### config.mk
export PLATFORM = sky130hd
export DESIGN_NAME = uart_link_ctrl
export DESIGN_NICKNAME = d
export VERILOG_FILES = /design/src/rtl/uart_link_ctrl.sv
export SDC_FILE = /design/constraint.sdc
export NUM_CORES = 1
export LEC_CHECK = 0
export CAP_MARGIN = 10
export CORE_MARGIN = 1.5
export CORE_UTILIZATION = 35
export CTS_CLUSTER_SIZE = 40
export DETAILED_ROUTE_END_ITERATION = 6
export GPL_TIMING_DRIVEN = 0
export REMOVE_ABC_BUFFERS = 1
export SYNTH_ARGS = -nofsm -noshare
export SYNTH_HDL_FRONTEND = slang
export SYNTH_SLANG_ARGS = --single-unit
### constraint.sdc
create_clock -name clk -period 2.6 [get_ports clk]
set_input_delay 0.39 -clock clk [delete_from_list [all_inputs] [get_ports clk]]
set_output_delay 0.39 -clock clk [all_outputs]
set_load 0.005 [all_outputs]
### src/rtl/uart_link_ctrl.sv
// rtl/uart_link_ctrl.sv - UART register-port initiator with TX/RX byte FIFOs
//
// Purpose: programs the UART divisor and control registers, then polls status and
// moves bytes between two internal FIFOs and the UART TBR/RBR. Line error bits are
// captured from every status read into sticky err_flags.
//
// Ports:
//   clk, rst            clock, synchronous active-high reset
//   cfg_start/div/odd   level start of (re)initialisation; divisor; parity select
//   link_up             high once initialisation has completed, until rst
//   tx_data/valid/ready client push side of the TX FIFO
//   rx_data/valid/ready client pop side of the RX FIFO
//   err_flags, err_clr  sticky {FE,OE,PE}; clear (a same-cycle set wins)
//   u_read/u_write      registered one-cycle UART strobes
//   u_addr/u_wdata      UART register address and write data
//   u_rdata             UART read data, valid the cycle after u_read

module uart_link_fifo #(
   parameter int DEPTH = 8
) (
   input  logic       clk,
   input  logic       rst,
   input  logic       push_i,
   input  logic [7:0] data_i,
   input  logic       pop_i,
   output logic [7:0] head_o,
   output logic       full_o,
   output logic       empty_o
);
   localparam int AW = $clog2(DEPTH);

   logic [7:0]  mem_q [DEPTH];
   logic [AW:0] wr_ptr_q, wr_ptr_d;
   logic [AW:0] rd_ptr_q, rd_ptr_d;

   always_comb begin
      wr_ptr_d = wr_ptr_q;
      rd_ptr_d = rd_ptr_q;
      if (push_i) wr_ptr_d = wr_ptr_q + 1'b1;
      if (pop_i)  rd_ptr_d = rd_ptr_q + 1'b1;
   end

   always_ff @(posedge clk) begin
      if (rst) begin
         wr_ptr_q <= '0;
         rd_ptr_q <= '0;
      end else begin
         wr_ptr_q <= wr_ptr_d;
         rd_ptr_q <= rd_ptr_d;
      end
   end

   always_ff @(posedge clk) begin
      if (push_i) mem_q[wr_ptr_q[AW-1:0]] <= data_i;
   end

   // Extra pointer bit distinguishes full from empty when the indices match.
   assign head_o  = mem_q[rd_ptr_q[AW-1:0]];
   assign empty_o = (wr_ptr_q == rd_ptr_q);
   assign full_o  = (wr_ptr_q[AW] != rd_ptr_q[AW]) &&
                    (wr_ptr_q[AW-1:0] == rd_ptr_q[AW-1:0]);
endmodule

module uart_link_ctrl #(
   parameter int FIFO_DEPTH = 8
) (
   input  logic        clk,
   input  logic        rst,
   input  logic        cfg_start,
   input  logic [15:0] cfg_div,
   input  logic        cfg_odd,
   output logic        link_up,
   input  logic [7:0]  tx_data,
   input  logic        tx_valid,
   output logic        tx_ready,
   output logic [7:0]  rx_data,
   output logic        rx_valid,
   input  logic        rx_ready,
   output logic [2:0]  err_flags,
   input  logic        err_clr,
   output logic        u_read,
   output logic        u_write,
   output logic [1:0]  u_addr,
   output logic [7:0]  u_wdata,
   input  logic [7:0]  u_rdata
);
   localparam logic [1:0] A_CTL = 2'b00;
   localparam logic [1:0] A_BUF = 2'b01;
   localparam logic [1:0] A_DLO = 2'b10;
   localparam logic [1:0] A_DHI = 2'b11;

   typedef enum logic [3:0] {
      S_IDLE, S_W_LO, S_W_HI, S_W_CTL, S_POLL, S_P_WAIT, S_RD, S_RD_WAIT, S_WR
   } state_t;

   state_t      state_q, state_d;
   logic        u_read_q, u_read_d;
   logic        u_write_q, u_write_d;
   logic [1:0]  u_addr_q, u_addr_d;
   logic [7:0]  u_wdata_q, u_wdata_d;
   logic        link_up_q, link_up_d;
   logic [2:0]  err_q, err_d;
   logic        stat_vld_q, stat_vld_d;

   logic        tx_push, tx_pop, tx_full, tx_empty;
   logic [7:0]  tx_head;
   logic        rx_push, rx_pop, rx_full, rx_empty;

   assign tx_push = tx_valid && !tx_full;
   assign tx_pop  = (state_q == S_WR);
   assign rx_push = (state_q == S_RD_WAIT);
   assign rx_pop  = rx_ready && !rx_empty;

   uart_link_fifo #(.DEPTH(FIFO_DEPTH)) u_tx_fifo (
      .clk     (clk),
      .rst     (rst),
      .push_i  (tx_push),
      .data_i  (tx_data),
      .pop_i   (tx_pop),
      .head_o  (tx_head),
      .full_o  (tx_full),
      .empty_o (tx_empty)
   );

   uart_link_fifo #(.DEPTH(FIFO_DEPTH)) u_rx_fifo (
      .clk     (clk),
      .rst     (rst),
      .push_i  (rx_push),
      .data_i  (u_rdata),
      .pop_i   (rx_pop),
      .head_o  (rx_data),
      .full_o  (rx_full),
      .empty_o (rx_empty)
   );

   always_comb begin
      state_d = state_q;
      case (state_q)
         S_IDLE:    if (cfg_start) state_d = S_W_LO;
         S_W_LO:    state_d = S_W_HI;
         S_W_HI:    state_d = S_W_CTL;
         S_W_CTL:   state_d = S_POLL;
         S_POLL:    state_d = cfg_start ? S_W_LO : S_P_WAIT;
         S_P_WAIT: begin
            // Receive side first so the UART RBR is drained before it overruns.
            if (u_rdata[6] && !rx_full)       state_d = S_RD;
            else if (u_rdata[7] && !tx_empty) state_d = S_WR;
            else                              state_d = S_POLL;
         end
         S_RD:      state_d = S_RD_WAIT;
         S_RD_WAIT: state_d = S_POLL;
         S_WR:      state_d = S_POLL;
         default:   state_d = S_IDLE;
      endcase
   end

   // Strobes are decoded from the next state so the registered access lines up
   // with the state that owns it; read data then arrives in the following state.
   always_comb begin
      u_read_d  = 1'b0;
      u_write_d = 1'b0;
      u_addr_d  = u_addr_q;
      u_wdata_d = u_wdata_q;
      case (state_d)
         S_W_LO: begin
            u_write_d = 1'b1;
            u_addr_d  = A_DLO;
            u_wdata_d = cfg_div[7:0];
         end
         S_W_HI: begin
            u_write_d = 1'b1;
            u_addr_d  = A_DHI;
            u_wdata_d = cfg_div[15:8];
         end
         S_W_CTL: begin
            u_write_d = 1'b1;
            u_addr_d  = A_CTL;
            u_wdata_d = {2'b00, cfg_odd, 5'b00000};
         end
         S_POLL: begin
            u_read_d = 1'b1;
            u_addr_d = A_CTL;
         end
         S_RD: begin
            u_read_d = 1'b1;
            u_addr_d = A_BUF;
         end
         S_WR: begin
            u_write_d = 1'b1;
            u_addr_d  = A_BUF;
            u_wdata_d = tx_head;
         end
         default: ;
      endcase
   end

   // Error bits are taken from every status read, including one abandoned by a
   // restart from POLL, because the UART clears them on read.
   always_comb begin
      stat_vld_d = u_read_q && (u_addr_q == A_CTL);
      link_up_d  = link_up_q || (state_q == S_W_CTL);
      err_d      = err_clr ? 3'b000 : err_q;
      if (stat_vld_q) err_d = err_d | u_rdata[5:3];
   end

   always_ff @(posedge clk) begin
      if (rst) begin
         state_q    <= S_IDLE;
         u_read_q   <= 1'b0;
         u_write_q  <= 1'b0;
         u_addr_q   <= 2'b00;
         u_wdata_q  <= 8'h00;
         link_up_q  <= 1'b0;
         err_q      <= 3'b000;
         stat_vld_q <= 1'b0;
      end else begin
         state_q    <= state_d;
         u_read_q   <= u_read_d;
         u_write_q  <= u_write_d;
         u_addr_q   <= u_addr_d;
         u_wdata_q  <= u_wdata_d;
         link_up_q  <= link_up_d;
         err_q      <= err_d;
         stat_vld_q <= stat_vld_d;
      end
   end

   assign link_up   = link_up_q;
   assign err_flags = err_q;
   assign u_read    = u_read_q;
   assign u_write   = u_write_q;
   assign u_addr    = u_addr_q;
   assign u_wdata   = u_wdata_q;
   assign tx_ready  = !tx_full;
   assign rx_valid  = !rx_empty;
endmodule
==> results of run 1 <==
[logic make-up after synthesis]
kind of cell | Yosys count | share of synthesized area, %
simple gates | 101 | 6.900
flops | 171 | 67.57
mux | 61 | 14.86
buf+inv | 32 | 1.995
fa+ha+maj | 4 | 0.7188
compound gates | 54 | 5.696
xor+xnor | 18 | 2.264
[repair_timing]
action | 4_1_cts | 5_1_grt
setup endpoints to repair | 90 | 122
buffers inserted | 5 | 0
gates resized for setup | 15 | 16
pin swaps | 1 | 0
[state kept, by name, summed over array words and instances, names as in the netlist, named ones only]
signal / flops
link_up: 1
u_read: 1
u_tx_fifo.mem_q: 64
u_wdata: 8
u_tx_fifo.wr_ptr_q: 4
u_write: 1
err_flags: 3
state_q: 4
stat_vld_q: 1
u_tx_fifo.rd_ptr_q: 4
u_rx_fifo.rd_ptr_q: 4
u_addr: 2
u_rx_fifo.wr_ptr_q: 4
u_rx_fifo.mem_q: 64
[worst min path at each step]
| stage | end | slack [ns] |
|---|---|---|
| 2_1_floorplan | stat_vld_q | 0.44 |
| 3_3_place_gp | u_wdata[3] | 0.46 |
| 3_5_place_dp | u_wdata[0] | 0.47 |
| 4_1_cts | u_wdata[0] | 0.48 |
| 5_1_grt | stat_vld_q | 0.52 |
| 6_report | u_wdata[0] | 0.49 |
[power groups by stage]
stage	registers (uW)	clock network [uW]	logic (uW)
after floorplan	3080	0	149
after global placement	3090	0	323
after detailed placement	3090	0	334
after CTS	3030	2550	338
after global routing	3040	2650	373
final	3030	2500	340
[synth_stat cells (2+ instances only)]
| cell | n | area share, % |
|---|---|---|
| a211oi_1 | 2 | 0.22 |
| a21oi_1 | 10 | 0.72 |
| a22oi_1 | 3 | 0.32 |
| a31oi_1 | 8 | 0.72 |
| a41oi_1 | 2 | 0.25 |
| buf_1 | 2 | 0.11 |
| buf_2 | 6 | 0.43 |
| clkbuf_1 | 15 | 0.81 |
| dfxtp_1 | 43 | 12 |
| edfxtp_1 | 128 | 55 |
| ha_1 | 4 | 0.72 |
| inv_1 | 7 | 0.38 |
| mux2_2 | 15 | 2.4 |
| mux2i_1 | 13 | 1.9 |
| mux4_2 | 32 | 10 |
| nand2_1 | 22 | 1.2 |
| nand2b_1 | 7 | 0.63 |
| nand3_1 | 2 | 0.14 |
| nand4_1 | 4 | 0.36 |
| nor2_1 | 38 | 2.0 |
| nor2b_1 | 12 | 1.1 |
| nor3_1 | 6 | 0.43 |
| nor4_1 | 2 | 0.18 |
| o21ai_0 | 5 | 0.36 |
| o22ai_1 | 7 | 0.63 |
| o2bb2ai_1 | 7 | 0.88 |
| o31ai_1 | 2 | 0.22 |
| or3_1 | 2 | 0.18 |
| xnor2_1 | 8 | 1.0 |
| xor2_1 | 10 | 1.3 |
[worst max-delay path: stages (launching register included)]
cell,delay [ns]
dfxtp_4,0.38
buf_6,0.13
mux4_2,0.49
mux2_2,0.27
clkdlybuf4s50_1,0.44
[metrics by stage]
| step | power [uW] | hold WS [ns] | util, % |
|---|---|---|---|
| final | 5869 | 0.4876 | 44.23 |
| after global placement | 3410 | 0.4646 | 40.19 |
| after detailed placement | 3423 | 0.4685 | 40.35 |
| after global routing | 6064 | 0.5181 | 44.23 |
| after CTS | 5913 | 0.4780 | 43.83 |
| after floorplan | 3229 | 0.4357 | - |
[layout make-up]
cell class,count,area share [%]
Sequential cell,171,54.77
Multi-Input combinational cell,238,25.33
Timing Repair Buffer,74,8.895
Inverter,7,0.3052
Tap cell,265,3.852
Clock buffer,18,4.985
Clock inverter,14,1.860
[layer usage]
layer / routed length (um) / GRT usage [%] / up-vias / share of wire, %
met2: 7077 / 24.02 / 57 / 53
met3: 383 / 3.046 / 15 / 2.8
met5: 0 / 0 / - / 0
li1: - / - / 1847 / -
met1: 5851 / 17.19 / 1970 / 44
met4: 135 / 4.296 / 0 / 1.0
==> results_dict.tcl, run 1 <==
set metrics [dict create \
    clockBufferDepth 2 \
    p_per_area_mw_per_mm2 681.7 \
    synth_flop_cell "edfxtp_1" \
    grt_overflow 0 \
    htree_levels 4 \
    die_width_um 144.0 \
    yosys_warnings 0 \
    synth_cells 441 \
    worstMarginPinSlew_ns 1.058 \
    seq_area_mm2 0.004715 \
    dr.pass1.iters 4 \
    maxCapViolCount 0 \
    critPathRequiredTime_ns 2.21 \
    dpl.hpwl_mm 8.931 \
    max_freq_mhz 396.1 \
    min_path_type "flip-flop to flip-flop" \
    antennaDiodeCount 0 \
    grt_max_degree 34 \
    switching_share_pct 21.53 \
    synthArstFlopShare_pct 0 \
    path_max_fanout 4 \
    syn_to_final_growth_pct 23.63 \
    grt_pass1_vias 4049 \
    ir_drop_mv 0.5937 \
    crit_type "flip-flop to primary output" \
    vias_per_cell 4.942 \
    ys_ff_latch 171 \
    worstSetupEndpoint "rx_data[2]" \
    slew_violations 0 \
    p_comb_share_pct 5.8 \
    seq_power_share_pct 51.6 \
    period_needed_ns 2.525 \
    fin_skew_ns 0.01337 \
    nFillCells 1714 \
    fin_area_mm2 0.008608 \
    multi_input_area_mm2 0.002181 \
    drive_gt1_share_pct 21.65 \
    vias 3889 \
    antenna_found_initial 0 \
    netlist-cell-type-count 47 \
    final_cell_mix "edfxtp_1 (128), clkdlybuf4s50_1 (59), dfxtp_1 (37), mux4_2 (32), nor2_1 (29)" \
    p_clk_share_pct 42.6 \
    cts_tree "done" \
    rsz0062_at_grt "true" \
    place.gp.congestion 0.7721 \
    r2r_slack_ns 0.26 \
    syn_avg_cell_area_um2 15.79 \
    fin_ws_ns 0.07514 \
    outcome "finished clean" \
    place_inst 749 \
    wl_per_cell_um 17.09 \
    die_area_mm2 0.02075 \
    clk_latency_ns 0.42 \
    cts_sinks 171 \
    r2r_cells 4 \
    min_from "u_wdata[0]" \
    core_area_mm2 0.01946 \
    holdPathStages 2 \
    final.setup.tns_ns 0 \
    pre_cts_ws_ns -0.4328 \
    crit_path_start_kind "flip-flop" \
    cts_made_buffers 17 \
    seq_area_frac_synth_pct 67.57 \
    synth-edff-count 128 \
    portBuffers 64 \
    period_share_pct 97.11 \
    wl_mm 13.45 \
    start_util_pct 35.78 \
    hold_buffers 0 \
    internal_power_uw 4605 \
    finalHoldViolCount 0 \
    track_usage_pct 13.83 \
    drtAntennaViolNets 0 \
    dieHeight_um 144.0 \
    clkTransAtPathRegs_ns 0.07 \
    slew-limit-headroom_pct 29.40 \
    final_common_cell "edfxtp_1" \
    fin_cells 787 \
    critPathCaptureType "primary output" \
    leakagePower_uw 0.002871 \
    p_sw_uw 1263 \
    r2r_start "u_tx_fifo.wr_ptr_q[0]" \
    grt_first_pass_wirelength_mm 21.27 \
    arrival_ns 2.13 \
    netlist_area_mm2 0.006963 \
    setup_violations 0 \
    io_pins 65 \
    drt_iter0_drc 211 \
    final_nets 552 \
    placed_area_mm2 0.007853 \
    drcViolationCount 0 \
    ctsRootBufferMaster "clkbuf_16" \
    rows 51 \
    r2r-end "u_tx_fifo.mem_q[6][2]" \
]
Power figures use the tool's default switching activity.
==> run 2, diff against run 1 <==
Settings changed: ABC_AREA set to 0.
==> results of run 2 <==
The final DEF is identical to that of run 1; final timing and power are the same.
==> run 3, diff against run 2 <==
Settings changed: SETUP_SLACK_MARGIN set to 0.5.
==> results_dict.tcl, run 3 (same netlist as run 1, synthesis figures left out) <==
set metrics [dict create \
    outcome "finished clean" \
    whs_ns 0.4161 \
    final_util_pct 46.02 \
    max_freq_mhz 428.3 \
    grt_pass1_vias 4037 \
    track_usage_pct 14.12 \
    clk_latency_ns 0.42 \
    grt_overflow 0 \
    placed_area_mm2 0.007853 \
    dpl.hpwl_mm 8.931 \
    slowest_delay_ns 0.49 \
    die_area_mm2 0.02075 \
    clkTransAtPathRegs_ns 0.07 \
    antennaDiodeCount 0 \
    place.gp.congestion 0.7721 \
    finalHoldViolCount 0 \
    nFillCells 1668 \
    crit_path_start_kind "flip-flop" \
    crit_family "multiplexers" \
    cts_made_buffers 17 \
    final_nets 563 \
    final_common_cell "edfxtp_1" \
    seq_power_share_pct 51.4 \
    leakagePower_uw 0.002938 \
    dieHeight_um 144.0 \
    final_cell_mix "edfxtp_1 (128), clkdlybuf4s50_1 (52), mux4_2 (32), dfxtp_1 (29), nor2_1 (25)" \
    drtAntennaViolNets 0 \
    wl_mm 13.88 \
    arrival_ns 1.94 \
    antenna_found_initial 0 \
    p_comb_share_pct 6.2 \
    drt_iter0_drc 298 \
    htree_levels 4 \
    seq_area_mm2 0.004740 \
    final.setup.tns_ns 0 \
    grt_first_pass_wirelength_mm 21.60 \
    drive_gt1_share_pct 29.64 \
    path_max_fanout 5 \
    fin_skew_ns 0.01183 \
    dr.pass1.iters 4 \
    period_share_pct 89.81 \
    crit_path_frequent_cell "buf_6" \
    slew_violations 0 \
    portBuffers 64 \
    die_width_um 144.0 \
    multi_input_area_mm2 0.002389 \
    p_sw_uw 1285 \
    internal_power_uw 4614 \
    critPathCaptureType "primary output" \
    power_uw 5900 \
    rsz0062_at_grt "true" \
    core_area_mm2 0.01946 \
    ir_drop_mv 0.5946 \
    path_cells "buf_6, buf_12, mux4_2, mux2_4, buf_6" \
    min_path_type "input port to flip-flop" \
    fin_area_mm2 0.008956 \
    setup_violations 0 \
    period_needed_ns 2.335 \
    vias_per_cell 5.005 \
    clockBufferDepth 2 \
    rows 51 \
    p_clk_share_pct 42.5 \
    crit_type "flip-flop to primary output" \
    crit_buf_inv 3 \
    slew-limit-headroom_pct 43.48 \
    worstMarginPinSlew_ns 0.8467 \
    maxCapViolCount 0 \
    ctsRootBufferMaster "clkbuf_16" \
    io_pins 65 \
    vias 3994 \
    cts_tree "done" \
    syn_to_final_growth_pct 28.63 \
    critical_path.slowest_cell "mux4_2" \
    grt_max_degree 34 \
    p_per_area_mw_per_mm2 658.7 \
    wl_per_cell_um 17.39 \
    cts_sinks 171 \
    start_util_pct 35.78 \
    drcViolationCount 0 \
    critPathRequiredTime_ns 2.21 \
    switching_share_pct 21.79 \
]
run 3: power groups by stage:
stage	registers [uW]	clock network, uW	logic (uW)
2_1_floorplan	3080	0	149
3_3_place_gp	3090	0	323
3_5_place_dp	3090	0	334
4_1_cts	3030	2550	348
5_1_grt	3040	2660	396
6_report	3030	2510	363
run 3: path summary, 6_finish.rpt:
| kind | startpoint | endpoint | cells past startpoint | slack, ns |
|---|---|---|---|---|
| setup / recovery | flip-flop | rx_data[7] | 5 | 0.27 |
| setup reg to reg | flip-flop | u_wdata[4] | 4 | 0.62 |
| hold / removal | u_rdata[7] | u_rx_fifo.mem_q[6][7] | 1 | 0.42 |
| hold reg to reg | u_wdata[0] | u_wdata[0] | 2 | 0.49 |
run 3: final cells by class:
class,count,area share (%)
sequential,171,52.92
multi-input combinational,238,26.67
timing repair buffer,85,9.835
clock buffer,18,4.792
tap,265,3.702
clock inverter,14,1.788
inverter,7,0.2934
run 3: timing repair:
action | 4_1_cts | 5_1_grt
endpoints found under the setup margin | 150 | 110
gates resized for setup | 99 | 24
cloned | 1 | 0
setup buffers | 11 | 4
pin swaps | 4 | 7
hold buffers | 0 | 0
run 3: stage by stage:
step | instances | worst slack (ns)
2_1_floorplan | 416 | 0.3186
6_report | 798 | 0.2650
4_1_cts | 793 | 0.2647
3_5_place_dp | 749 | -0.4328
3_3_place_gp | 745 | -0.5992
5_1_grt | 798 | 0.1951
run 3: routing by layer:
layer	global-route usage (%)	vias to the layer above	part of all wire (%)
met5	0	-	0
met4	4.404	0	1.2
met3	3.344	12	2.9
met2	24.70	70	53
met1	17.25	2039	43
li1	-	1873	-
